<file path="src/rtl/ccff_loader_pkg.sv">
// ccff_loader_pkg
// Shared definitions for the configuration-chain stream loader:
//   - state_e   : loader state encoding
//   - CRC_POLY  : CRC-16-CCITT polynomial
//   - CRC_INIT  : CRC seed loaded when a new load starts
//   - crc16_step: one serial, MSB-first CRC update (no reflection, no final XOR)
package ccff_loader_pkg;

  typedef enum logic [1:0] {
    ST_IDLE   = 2'd0,
    ST_LOAD   = 2'd1,
    ST_VERIFY = 2'd2,
    ST_DONE   = 2'd3
  } state_e;

  localparam logic [15:0] CRC_POLY = 16'h1021;
  localparam logic [15:0] CRC_INIT = 16'hFFFF;

  // Advance the CRC by one serial bit.
  function automatic logic [15:0] crc16_step(input logic [15:0] crc, input logic bit_in);
    logic fb;
    fb = crc[15] ^ bit_in;
    crc16_step = {crc[14:0], 1'b0} ^ (fb ? CRC_POLY : 16'h0000);
  endfunction

endpackage

</file>
<file path="src/rtl/ccff_crc16_serial.sv">
// ccff_crc16_serial
// Serial CRC-16-CCITT accumulator, one bit per enabled clock.
// Ports:
//   clk, rst_n : clock and asynchronous active-low reset (resets CRC to 0)
//   en         : fold bit_in into the CRC on this edge
//   clr        : reload the CRC seed (wins over en)
//   bit_in     : serial data bit
//   crc_o      : current CRC value
module ccff_crc16_serial (
  input  logic        clk,
  input  logic        rst_n,
  input  logic        en,
  input  logic        clr,
  input  logic        bit_in,
  output logic [15:0] crc_o
);
  import ccff_loader_pkg::*;

  logic [15:0] crc_q;
  logic [15:0] crc_d;

  // Next CRC value: seed, step or hold.
  always_comb begin
    crc_d = crc_q;
    if (clr) begin
      crc_d = CRC_INIT;
    end else if (en) begin
      crc_d = crc16_step(crc_q, bit_in);
    end else begin
      crc_d = crc_q;
    end
  end

  // CRC register.
  always_ff @(posedge clk or negedge rst_n) begin
    if (!rst_n) begin
      crc_q <= 16'h0000;
    end else begin
      crc_q <= crc_d;
    end
  end

  assign crc_o = crc_q;

endmodule

</file>
<file path="src/rtl/ccff_stream_loader.sv">
// ccff_stream_loader
// Accepts bitstream bytes (MSB first) over valid/ready, shifts exactly CHAIN_LEN
// bits into a configuration chain, then rotates the chain once through itself
// and compares CRC-16 of the loaded bits against CRC-16 of the bits read back.
// Ports:
//   prog_clk, pReset_n       : clock, asynchronous active-low reset
//   start, abort             : begin a load (IDLE only) / cancel load or verify
//   byte_in, byte_valid      : input byte stream
//   byte_ready               : byte accepted on this edge when byte_valid is high
//   ccff_head, config_enable : serial data and shift enable towards the chain
//   ccff_tail                : serial data returning from the chain
//   busy, done, err          : LOAD/VERIFY active, verify-complete pulse, sticky error
module ccff_stream_loader #(
  parameter  int CHAIN_LEN = 28,
  localparam int CNT_W     = $clog2(CHAIN_LEN + 1)
) (
  input  logic       prog_clk,
  input  logic       pReset_n,
  input  logic       start,
  input  logic       abort,
  input  logic [7:0] byte_in,
  input  logic       byte_valid,
  output logic       byte_ready,
  output logic       ccff_head,
  output logic       config_enable,
  input  logic       ccff_tail,
  output logic       busy,
  output logic       done,
  output logic       err
);
  import ccff_loader_pkg::*;

  localparam logic [CNT_W-1:0] LAST_C = CNT_W'(CHAIN_LEN - 1);
  localparam logic [CNT_W-1:0] ONE_C  = CNT_W'(1);

  state_e           state_q, state_d;
  logic [7:0]       shreg_q, shreg_d;
  logic             have_q, have_d;
  logic [2:0]       bit_idx_q, bit_idx_d;
  logic [CNT_W-1:0] bit_cnt_q, bit_cnt_d;
  logic             err_q, err_d;

  logic             shift_s;
  logic             accept_s;
  logic             crc_clr_s;
  logic [15:0]      crc_ld_s;
  logic [15:0]      crc_rb_s;

  // A new byte may be taken either into an empty holding register or, for
  // zero-bubble chaining, on the edge that shifts out bit 7 of the current
  // byte as long as more bits are still needed after that shift.
  assign byte_ready = (state_q == ST_LOAD) &&
                      (!have_q || ((bit_idx_q == 3'd7) && (bit_cnt_q < LAST_C)));
  assign accept_s   = byte_valid && byte_ready;
  assign shift_s    = (state_q == ST_LOAD) && have_q;
  assign crc_clr_s  = (state_q == ST_IDLE) && start && !abort;

  // In VERIFY the chain is closed into a ring, so tail feeds head directly.
  assign ccff_head     = (state_q == ST_VERIFY) ? ccff_tail : (shift_s ? shreg_q[7] : 1'b0);
  assign config_enable = shift_s || (state_q == ST_VERIFY);
  assign busy          = (state_q == ST_LOAD) || (state_q == ST_VERIFY);
  assign done          = (state_q == ST_DONE);
  assign err           = err_q;

  ccff_crc16_serial u_crc_ld (
    .clk    (prog_clk),
    .rst_n  (pReset_n),
    .en     (shift_s),
    .clr    (crc_clr_s),
    .bit_in (shreg_q[7]),
    .crc_o  (crc_ld_s)
  );

  ccff_crc16_serial u_crc_rb (
    .clk    (prog_clk),
    .rst_n  (pReset_n),
    .en     (state_q == ST_VERIFY),
    .clr    (crc_clr_s),
    .bit_in (ccff_tail),
    .crc_o  (crc_rb_s)
  );

  // Next-state and datapath update for the loader.
  always_comb begin
    state_d   = state_q;
    shreg_d   = shreg_q;
    have_d    = have_q;
    bit_idx_d = bit_idx_q;
    bit_cnt_d = bit_cnt_q;
    err_d     = err_q;
    case (state_q)
      ST_IDLE: begin
        if (start && !abort) begin
          state_d   = ST_LOAD;
          err_d     = 1'b0;
          bit_cnt_d = {CNT_W{1'b0}};
          bit_idx_d = 3'd0;
          have_d    = 1'b0;
          shreg_d   = 8'h00;
        end else begin
          state_d = ST_IDLE;
        end
      end
      ST_LOAD: begin
        if (abort) begin
          state_d = ST_IDLE;
          err_d   = 1'b1;
          have_d  = 1'b0;
        end else if (have_q) begin
          shreg_d   = {shreg_q[6:0], 1'b0};
          bit_idx_d = bit_idx_q + 3'd1;
          bit_cnt_d = bit_cnt_q + ONE_C;
          if (bit_cnt_q == LAST_C) begin
            // Last chain bit: any unshifted bits of this byte are dropped and
            // the counter is reused to count rotation edges.
            state_d   = ST_VERIFY;
            have_d    = 1'b0;
            bit_cnt_d = {CNT_W{1'b0}};
          end else if (bit_idx_q == 3'd7) begin
            if (accept_s) begin
              shreg_d = byte_in;
              have_d  = 1'b1;
            end else begin
              have_d = 1'b0;
            end
          end else begin
            have_d = 1'b1;
          end
        end else begin
          if (accept_s) begin
            shreg_d   = byte_in;
            have_d    = 1'b1;
            bit_idx_d = 3'd0;
          end else begin
            have_d = 1'b0;
          end
        end
      end
      ST_VERIFY: begin
        if (abort) begin
          state_d = ST_IDLE;
          err_d   = 1'b1;
        end else if (bit_cnt_q == LAST_C) begin
          state_d   = ST_DONE;
          bit_cnt_d = {CNT_W{1'b0}};
        end else begin
          bit_cnt_d = bit_cnt_q + ONE_C;
        end
      end
      ST_DONE: begin
        state_d = ST_IDLE;
        err_d   = err_q | (crc_ld_s != crc_rb_s);
      end
      default: begin
        state_d = ST_IDLE;
      end
    endcase
  end

  // Loader state registers.
  always_ff @(posedge prog_clk or negedge pReset_n) begin
    if (!pReset_n) begin
      state_q   <= ST_IDLE;
      shreg_q   <= 8'h00;
      have_q    <= 1'b0;
      bit_idx_q <= 3'd0;
      bit_cnt_q <= {CNT_W{1'b0}};
      err_q     <= 1'b0;
    end else begin
      state_q   <= state_d;
      shreg_q   <= shreg_d;
      have_q    <= have_d;
      bit_idx_q <= bit_idx_d;
      bit_cnt_q <= bit_cnt_d;
      err_q     <= err_d;
    end
  end

endmodule

</file>
<file path="config.mk">
export PLATFORM = sky130hd
export DESIGN_NAME = ccff_stream_loader
export DESIGN_NICKNAME = d
export VERILOG_FILES = /design/src/rtl/ccff_loader_pkg.sv /design/src/rtl/ccff_crc16_serial.sv /design/src/rtl/ccff_stream_loader.sv
export SDC_FILE = /design/constraint.sdc
export NUM_CORES = 1
export LEC_CHECK = 0
export ABC_AREA = 1
export BUFFER_PORTS_ARGS = -buffer_cell sky130_fd_sc_hd__buf_2
export CORE_UTILIZATION = 55
export CTS_CLUSTER_SIZE = 25
export DETAILED_ROUTE_END_ITERATION = 12
export GPL_TIMING_DRIVEN = 0
export PLACE_DENSITY = 0.74
export SYNTH_ARGS = -nofsm -noshare
export SYNTH_HDL_FRONTEND = slang
export SYNTH_SLANG_ARGS = --single-unit
</file>
<file path="constraint.sdc">
create_clock -name prog_clk -period 2.8 [get_ports prog_clk]
set_input_delay 0.42 -clock prog_clk [delete_from_list [all_inputs] [get_ports prog_clk]]
set_output_delay 0.42 -clock prog_clk [all_outputs]
set_load 0.01 [all_outputs]
</file>
# Yosys cells after proc, flatten, opt, wreduce, memory -nomap -nowiden
# Cells that the tools add are included.
dict set report totals {
  regBits 52
  latch_bits 0
  ram_bits 0
  mem_bits_ro 0
  in_bits 14
  out_inout_bits 6
  word_cells 97
  mem_count 0
}
dict set report classes {
  n_addsub 2
  n_mul 0
  n_div 0
  order_cmp 1
  eq_ne 15
  n_shift 0
  muxes 43
  n_bitwise 5
  n_reduce_logical 23
}
# cell n
set ops {}
lappend ops {{2-to-1 mux 16 bit} 4}
lappend ops {{2-to-1 mux 8 bit} 7}
lappend ops {{XOR 16 bit} 2}
lappend ops {{2-to-1 mux 13 bit} 2}
lappend ops {{2-to-1 mux 5 bit} 5}
lappend ops {{!= test 16 bit} 1}
lappend ops {{one-hot mux 8 bit (2 select lines)} 1}
lappend ops {{one-hot mux 5 bit (3 select lines)} 1}
lappend ops {{2-to-1 mux 3 bit} 4}
lappend ops {{2-to-1 mux 1 bit} 10}
lappend ops {{2-to-1 mux 2 bit} 5}
lappend ops {{!= test 3 bit, second input constant} 3}
lappend ops {{one-hot mux 2 bit (4 select lines)} 1}
lappend ops {{logical AND 1 bit} 7}
lappend ops {{!= test 2 bit, second input constant} 3}
lappend ops {{one-hot mux 3 bit (2 select lines)} 1}
lappend ops {{nonzero test 2 bit} 3}
lappend ops {{adder 5 x 1 -> 5 bit, second input constant} 1}
lappend ops {{equality test 5 bit, second input constant} 1}
lappend ops {{less-than comparator 5 bit, second input constant} 1}
lappend ops {{AND reduction 5 bit} 1}
lappend ops {{equality test 2 bit, second input constant} 2}
lappend ops {{!= test 2 x 1 -> 1 bit, second input constant} 2}
lappend ops {{AND reduction 2 bit} 2}
lappend ops {{other kinds (15)} 19}

# Logic depth before layout (Yosys ltp)
# Gate-level depths: netlist of the first run.
dict set report logic_depth {
  depth_word 11
  depth_mapped 11
  ltp_nobuf 11
}

# Cells and area by module
# A second synthesis of the first run with hierarchy kept.
dict set report hier_totals {
  hier_cells 373
  hier_area_um2 3064.2
}
# mod n_inst cells_per_inst area_each_um2 seq_area_each_um2
set by_module_without_submodules {}
lappend by_module_without_submodules {ccff_stream_loader 1 239 1615.3 500.5}
lappend by_module_without_submodules {ccff_crc16_serial 2 67 724.4 400.4}

# Worst setup path before layout of the first run
# OpenSTA, ideal clock, no wires.
dict set report synth_timing {
  path_type {reg-to-output}
  startpoint {register state_q[0]}
  endpoint {output ccff_head}
  t_arrival_ns 1.365
  required_ns 2.380
  slack_ns 1.015
  path_stages_with_launch 7
  n_path_buf 2
  path_cell_list {dfrtp_1 > inv_1 > ha_1 > clkbuf_2 > inv_1 > clkbuf_1 > o21ai_0}
}
dict set report synth_via {
  elab_chain_cells 4
  elab_cells_between_ends 5
  cone_classes {eq/ne: 2; mux: 2; reduce/logical: 1}
}
# element line_no
set synth_rtl {}
lappend synth_rtl {{start: declaration} ccff_stream_loader.sv:36} ;# state_e state_q, state_d;
lappend synth_rtl {{start signal: assignment} ccff_stream_loader.sv:170} ;# state_q <= state_d;
lappend synth_rtl {{equality test 2 x 1 -> 1 bit} ccff_stream_loader.sv:55} ;# assign shift_s = (state_q == ST_LOAD) && have_q;
lappend synth_rtl {{logical AND 1 bit} ccff_stream_loader.sv:55}
lappend synth_rtl {{2-to-1 mux 1 bit} ccff_stream_loader.sv:59} ;# assign ccff_head = (state_q == ST_VERIFY) ? ccff_tail : (shift_s ? shreg_q[7] : 1'b0);
lappend synth_rtl {{2-to-1 mux 1 bit *} ccff_stream_loader.sv:59}
lappend synth_rtl {{end: declaration} ccff_stream_loader.sv:24} ;# output logic ccff_head,
# Mark *: on every way between the ends. The rest lies on a longest branch, timed or not.

# Worst setup path after layout of the first run
# Ends and elaborated chain as after synthesis.

==> results of run 1 <==
## cell families after synthesis
| logic type | share of synthesized area (%) |
|---|---|
| xor+xnor | 2.40 |
| buf+inv | 9.85 |
| flops | 44.5 |
| fa+ha+maj | 3.42 |
| simple gates | 23.7 |
| compound gates | 16.1 |
## flip-flops by register name (all words and copies together) (netlist names)
register        count
u_crc_ld.crc_o     16
u_crc_rb.crc_o     16
bit_idx_q           3
state_q             2
err                 1
have_q              1
bit_cnt_q           5
shreg_q             8
## stage by stage
step / std cells / util [%] / total power, mW
after floorplan: 361 / - / 2.38
after global placement: 450 / 60.8 / 2.71
after detailed placement: 450 / 60.8 / 2.74
after CTS: 458 / 62.9 / 3.26
after global routing: 458 / 62.9 / 3.55
final: 458 / 62.9 / 3.25
## layout make-up
class | instances | area, um^2
Multi-Input combinational cell | 239 | 1330
Buffer | 13 | 73.8
Inverter | 57 | 214
Fill cell | 460 | 1890
Sequential cell | 52 | 1300
Timing Repair Buffer | 19 | 95.1
Tap cell | 70 | 87.6
Clock buffer | 6 | 72.6
Clock inverter | 2 | 35.0
## worst max-delay path by stage
| stage | startpoint | endpoint | depth (start not counted) |
|---|---|---|---|
| 5_1_grt | state_q[0]$_DFFE_PN0P_ | ccff_head | 8 |
| 4_1_cts | state_q[0]$_DFFE_PN0P_ | ccff_head | 8 |
| 3_5_place_dp | state_q[0]$_DFFE_PN0P_ | ccff_head | 8 |
| 6_report | state_q[0]$_DFFE_PN0P_ | ccff_head | 8 |
| 3_3_place_gp | state_q[1]$_DFFE_PN0P_ | ccff_head | 9 |
| 2_1_floorplan | state_q[0]$_DFFE_PN0P_ | ccff_head | 6 |
## cells in the mapped netlist
| cell type | n | share of area, % |
|---|---|---|
| nor2_1 | 15 | 1.9 |
| inv_1 | 48 | 6.2 |
| o211ai_1 | 17 | 4.4 |
| buf_6 | 2 | 0.77 |
| a22oi_2 | 1 | 0.43 |
| nand4_4 | 1 | 0.73 |
| nand4_1 | 1 | 0.21 |
| xnor2_1 | 3 | 0.90 |
| inv_2 | 9 | 1.2 |
| ha_1 | 8 | 3.4 |
| o21a_2 | 1 | 0.30 |
| clkbuf_2 | 1 | 0.17 |
| a21oi_2 | 1 | 0.30 |
| a21oi_1 | 19 | 3.3 |
| o21ai_2 | 3 | 0.90 |
| o31ai_1 | 1 | 0.26 |
| o22ai_1 | 1 | 0.21 |
| nand2_1 | 95 | 12 |
| o2bb2ai_1 | 1 | 0.30 |
| o21ai_4 | 1 | 0.56 |
| clkbuf_1 | 1 | 0.13 |
| nor3_4 | 1 | 0.56 |
| o221ai_1 | 1 | 0.30 |
| o21ai_0 | 21 | 3.6 |
| nor3_2 | 1 | 0.34 |
| buf_1 | 2 | 0.26 |
| nor2_2 | 1 | 0.21 |
| nand2_4 | 3 | 1.2 |
| nand2_2 | 3 | 0.64 |
| nor2_4 | 1 | 0.39 |
| nor3b_1 | 2 | 0.51 |
| nand3_4 | 2 | 1.2 |
| xor2_1 | 5 | 1.5 |
| nor3_1 | 1 | 0.17 |
| buf_2 | 7 | 1.2 |
| o21ai_1 | 8 | 1.4 |
| dfrtp_1 | 52 | 45 |
| nand3_1 | 20 | 3.4 |
## where the power goes
group / internal, mW / leakage [nW] / total [mW] / switching [mW]
combinational: 0.573 / 0.974 / 1.50 / 0.926
clock: 0.266 / 0.0552 / 0.518 / 0.252
sequential: 1.02 / 0.584 / 1.24 / 0.215
## routing by layer
layer,vias up,part of all wire (%),global-route usage [%]
met3,5,4.1,4.95
met5,-,0,0
met2,41,49,41.6
met4,0,0.83,8.39
met1,1125,46,29.5
li1,1208,-,-
==> impl_metrics.tcl, run 1 <==
set metrics [dict create \
    status "finished, final reports clean" \
    cp_cell_sequence "inv_1 > ha_1 > clkbuf_2 > inv_1 > clkbuf_1 > nand3_1 > o21ai_0 > buf_2" \
    ys_types 38 \
    clk_pin_slew_worst_paths_ns 0.10 \
    rsz0062_at_grt "no" \
    clock_latency_ns 0.31 \
    crit_family "buffers and inverters" \
    cts_tree "done" \
    antenna_found_initial 0 \
    rr_worst_depth 5 \
    vias 2379 \
    hold_class "input port to asynchronous set/reset pin" \
    htreeDepth 2 \
    reg2reg_from "state_q[0]$_DFFE_PN0P_" \
    fin_area_um2 3210 \
    grt_pass1_wl_um 10100 \
    cts_hold_buf 0 \
    grt_pass1_vias 2293 \
    die_h_um 74.9 \
    ant_nets 0 \
    vias_per_cell 5.19 \
    cap_viol_max_count 0 \
    r2r_setup_slack_ns 1.09 \
    p_leak_nw 1.61 \
    avgSynthCellArea_um2 8.10 \
    finalSetupViolCount 0 \
    drive_above_1_share_pct 16.8 \
    p_per_area_nw_per_um2 1010 \
    synth-seq-cells 52 \
    hold_ws_ns 0.315 \
    grt_max_degree 53 \
    ctsLongestPathBuffers 2 \
    gp_congestion 0.839 \
    overflow 0 \
    timing.final.crit_share_pct 88.1 \
    crit_type "flop to primary output" \
    drt_iter0_markers 161 \
    cp-end-kind "primary output" \
    ys_warn_count 0 \
    critical_path.slowest_cell "dfrtp_1" \
    port_buffers 19 \
    wl_per_cell_um 12.9 \
    die_w_um 74.9 \
    final_nets 409 \
    ctsResizeCount 0 \
    cp_num_buf_inv 5 \
    post_cts_buffers 0 \
    fmax_ghz 0.405 \
    dieArea_um2 5610 \
    place_ws_ns 0.665 \
    synth.cell_area_um2 2920 \
    drc 0 \
    wl_um 5920 \
    gr-usage-all-layers_pct 23.9 \
    dpl_cell_area_um2 3110 \
    post-dp-hpwl_um 4220 \
    r2r-end "u_crc_rb.crc_o[13]$_DFFE_PN0P_" \
    yosysSeqAreaShare_pct 44.5 \
    cpMostUsedCell "inv_1" \
    layout_commonest_cell "nand2_1" \
    num_rows 26 \
    finalCriticalPeriod_ns 2.47 \
    max_stage_delay_ns 0.39 \
    first_pass_iters 4 \
    maxSlewHeadroom_pct 25.4 \
    critPathRequiredTime_ns 2.38 \
    final_max_slew_viol_count 0 \
    synthToLayoutAreaGrowth_pct 9.93 \
    clockRootBuffer "clkbuf_8" \
    initial_core_util_pct 57.2 \
    crit_path_max_fanout 10 \
    vdd_drop_max_mv 0.584 \
    core-area_um2 5110 \
    synth_nets 383 \
    timing.final.ws_setup_ns 0.332 \
    start_kind "flop" \
    pin_count 20 \
    tightest_slew_ns 1.12 \
    syn_inst 361 \
    skew_ns 0.0111 \
    n_antenna_cell 0 \
    cts_buffers 5 \
    hold_viol_final 0 \
    fin_setup_tns_ns 0 \
    final_cell_mix "nand2_1, dfrtp_1, inv_1" \
    cts_sinks 52 \
    crit_arrival_ns 2.05 \
]
Note: power is estimated with default switching activity, not from simulation.
==> run 2: changes to the inputs <==
--- a/config.mk
+++ b/config.mk
@@ -7,11 +7,13 @@
 export LEC_CHECK = 0
 export ABC_AREA = 1
 export BUFFER_PORTS_ARGS = -buffer_cell sky130_fd_sc_hd__buf_2
-export CORE_UTILIZATION = 55
+export CELL_PAD_IN_SITES_DETAIL_PLACEMENT = 0
+export CELL_PAD_IN_SITES_GLOBAL_PLACEMENT = 2
+export CORE_UTILIZATION = 39
 export CTS_CLUSTER_SIZE = 25
 export DETAILED_ROUTE_END_ITERATION = 12
 export GPL_TIMING_DRIVEN = 0
-export PLACE_DENSITY = 0.74
+export PLACE_DENSITY_LB_ADDON = 0.1
 export SYNTH_ARGS = -nofsm -noshare
 export SYNTH_HDL_FRONTEND = slang
 export SYNTH_SLANG_ARGS = --single-unit
==> run 2 against run 1 <==
  * Worst setup slack lost 0.022 ns
  * Critical path depth is the same
  * Non-clock buffer count did not move
  * Cell area rose by 0.39%
  * Worst hold slack got worse by 0.17 ns
  * Combinational power about the same
  * Critical endpoint unchanged
==> impl_metrics.tcl, run 2 (synthesized netlist as in run 1, its figures left out) <==
set metrics [dict create \
    status "finished, final reports clean" \
    p_leak_nw 1.60 \
    vdd_drop_max_mv 0.416 \
    cap_viol_max_count 0 \
    synthToLayoutAreaGrowth_pct 10.4 \
    cts_sinks 52 \
    rr_worst_depth 5 \
    fin_util_pct 44.5 \
    finalSetupViolCount 0 \
    first_pass_iters 4 \
    start_kind "flop" \
    nFillCells 776 \
    die_h_um 88.6 \
    post-dp-hpwl_um 4750 \
    final_nets 409 \
    die_w_um 88.6 \
    antenna_found_initial 0 \
    maxSlewHeadroom_pct 54.3 \
    htreeDepth 2 \
    cts_tree "done" \
    clk_pin_slew_worst_paths_ns 0.10 \
    wl_um 6840 \
    clockRootBuffer "clkbuf_8" \
    vias_per_cell 4.89 \
    fmax_ghz 0.402 \
    hold_viol_final 0 \
    cp-end-kind "primary output" \
    rsz0062_at_grt "no" \
    final_cell_mix "nand2_1, dfrtp_1, inv_1" \
    num_rows 31 \
    core-area_um2 7250 \
    critPathRequiredTime_ns 2.38 \
    drive_above_1_share_pct 16.8 \
    ctsLongestPathBuffers 2 \
    crit_type "flop to primary output" \
    ctsResizeCount 0 \
    vias 2376 \
    seqCellArea_um2 1300 \
    overflow 0 \
    drc 0 \
    gr-usage-all-layers_pct 19.6 \
    grt_pass1_vias 2318 \
    ant_nets 0 \
    cts_buffers 5 \
    p_per_area_nw_per_um2 989 \
    pin_count 20 \
    r2r-end "u_crc_rb.crc_o[3]$_DFFE_PN0P_" \
    crit_arrival_ns 2.07 \
    dieArea_um2 7840 \
    tightest_slew_ns 0.685 \
    grt_pass1_wl_um 11600 \
    n_antenna_cell 0 \
    hold_class "input port to asynchronous set/reset pin" \
    multi_input_area_um2 1330 \
    wl_per_cell_um 14.1 \
    crit_path_max_fanout 10 \
    finalCriticalPeriod_ns 2.49 \
    reg2reg_from "state_q[0]$_DFFE_PN0P_" \
    fin_setup_tns_ns 0 \
    drt_iter0_markers 108 \
    skew_ns 0.00942 \
    r2r_setup_slack_ns 1.05 \
    timing.final.crit_share_pct 88.9 \
    clock_latency_ns 0.31 \
    port_buffers 19 \
    cts_hold_buf 0 \
    initial_core_util_pct 40.3 \
    grt_max_degree 53 \
    post_cts_buffers 0 \
    final_max_slew_viol_count 0 \
    layout_commonest_cell "nand2_1" \
    gp_congestion 0.730 \
]
==> run 2: cell type report <==
type	instances	area share (%)
buffer	13	2.29
multi-input combinational	239	41.3
clock inverter	2	0.388
sequential	52	40.3
timing repair buffer	19	3.03
clock buffer	5	2.13
inverter	57	6.63
tap	99	3.84
==> run 2: worst max-delay path by stage <==
stage / endpoint / startpoint / cells after the start
finish: ccff_head / state_q[0]$_DFFE_PN0P_ / 8
global route: ccff_head / state_q[0]$_DFFE_PN0P_ / 8
CTS: ccff_head / state_q[1]$_DFFE_PN0P_ / 9
detailed placement: ccff_head / state_q[1]$_DFFE_PN0P_ / 9
global placement: ccff_head / state_q[1]$_DFFE_PN0P_ / 9
floorplan: ccff_head / state_q[0]$_DFFE_PN0P_ / 6
==> run 2: stage by stage <==
| stage | area [um^2] | power (mW) | worst slack, ns | std cells | hold slack [ns] |
|---|---|---|---|---|---|
| 4_1_cts | 3220 | 3.23 | 0.292 | 486 | 0.377 |
| 6_report | 3230 | 3.19 | 0.310 | 486 | 0.145 |
| 3_3_place_gp | 3140 | 2.78 | 0.648 | 479 | 0.464 |
| 5_1_grt | 3230 | 3.50 | 0.0478 | 486 | 0.200 |
| 3_5_place_dp | 3140 | 2.79 | 0.638 | 479 | 0.465 |
| 2_1_floorplan | 2920 | 2.38 | 1.02 | 361 | 0.124 |
==> run 2: per-layer routing <==
layer	part of all wire (%)	up-vias	global-route usage (%)
met5	0	-	0
met4	0.92	0	4.84
met3	2.5	5	2.89
met2	48	31	33.4
met1	48	1122	26.3
li1	-	1218	-
==> run 2: report_power, final <==
| part | total (mW) | internal, mW | switching [mW] |
|---|---|---|---|
| clock network | 0.426 | 0.170 | 0.256 |
| registers | 1.24 | 1.02 | 0.221 |
| logic | 1.52 | 0.575 | 0.947 |
| total | 3.19 | 1.77 | 1.42 |
==> run 2: worst max-delay path, cell delays in order, from the launching register on <==
cell and delay [ns]:
dfrtp_1 0.38, inv_1 0.10, ha_1 0.20, clkbuf_2 0.18, inv_1 0.15, clkbuf_1 0.36, nand3_1 0.15, o21ai_0 0.09
buf_2 0.15
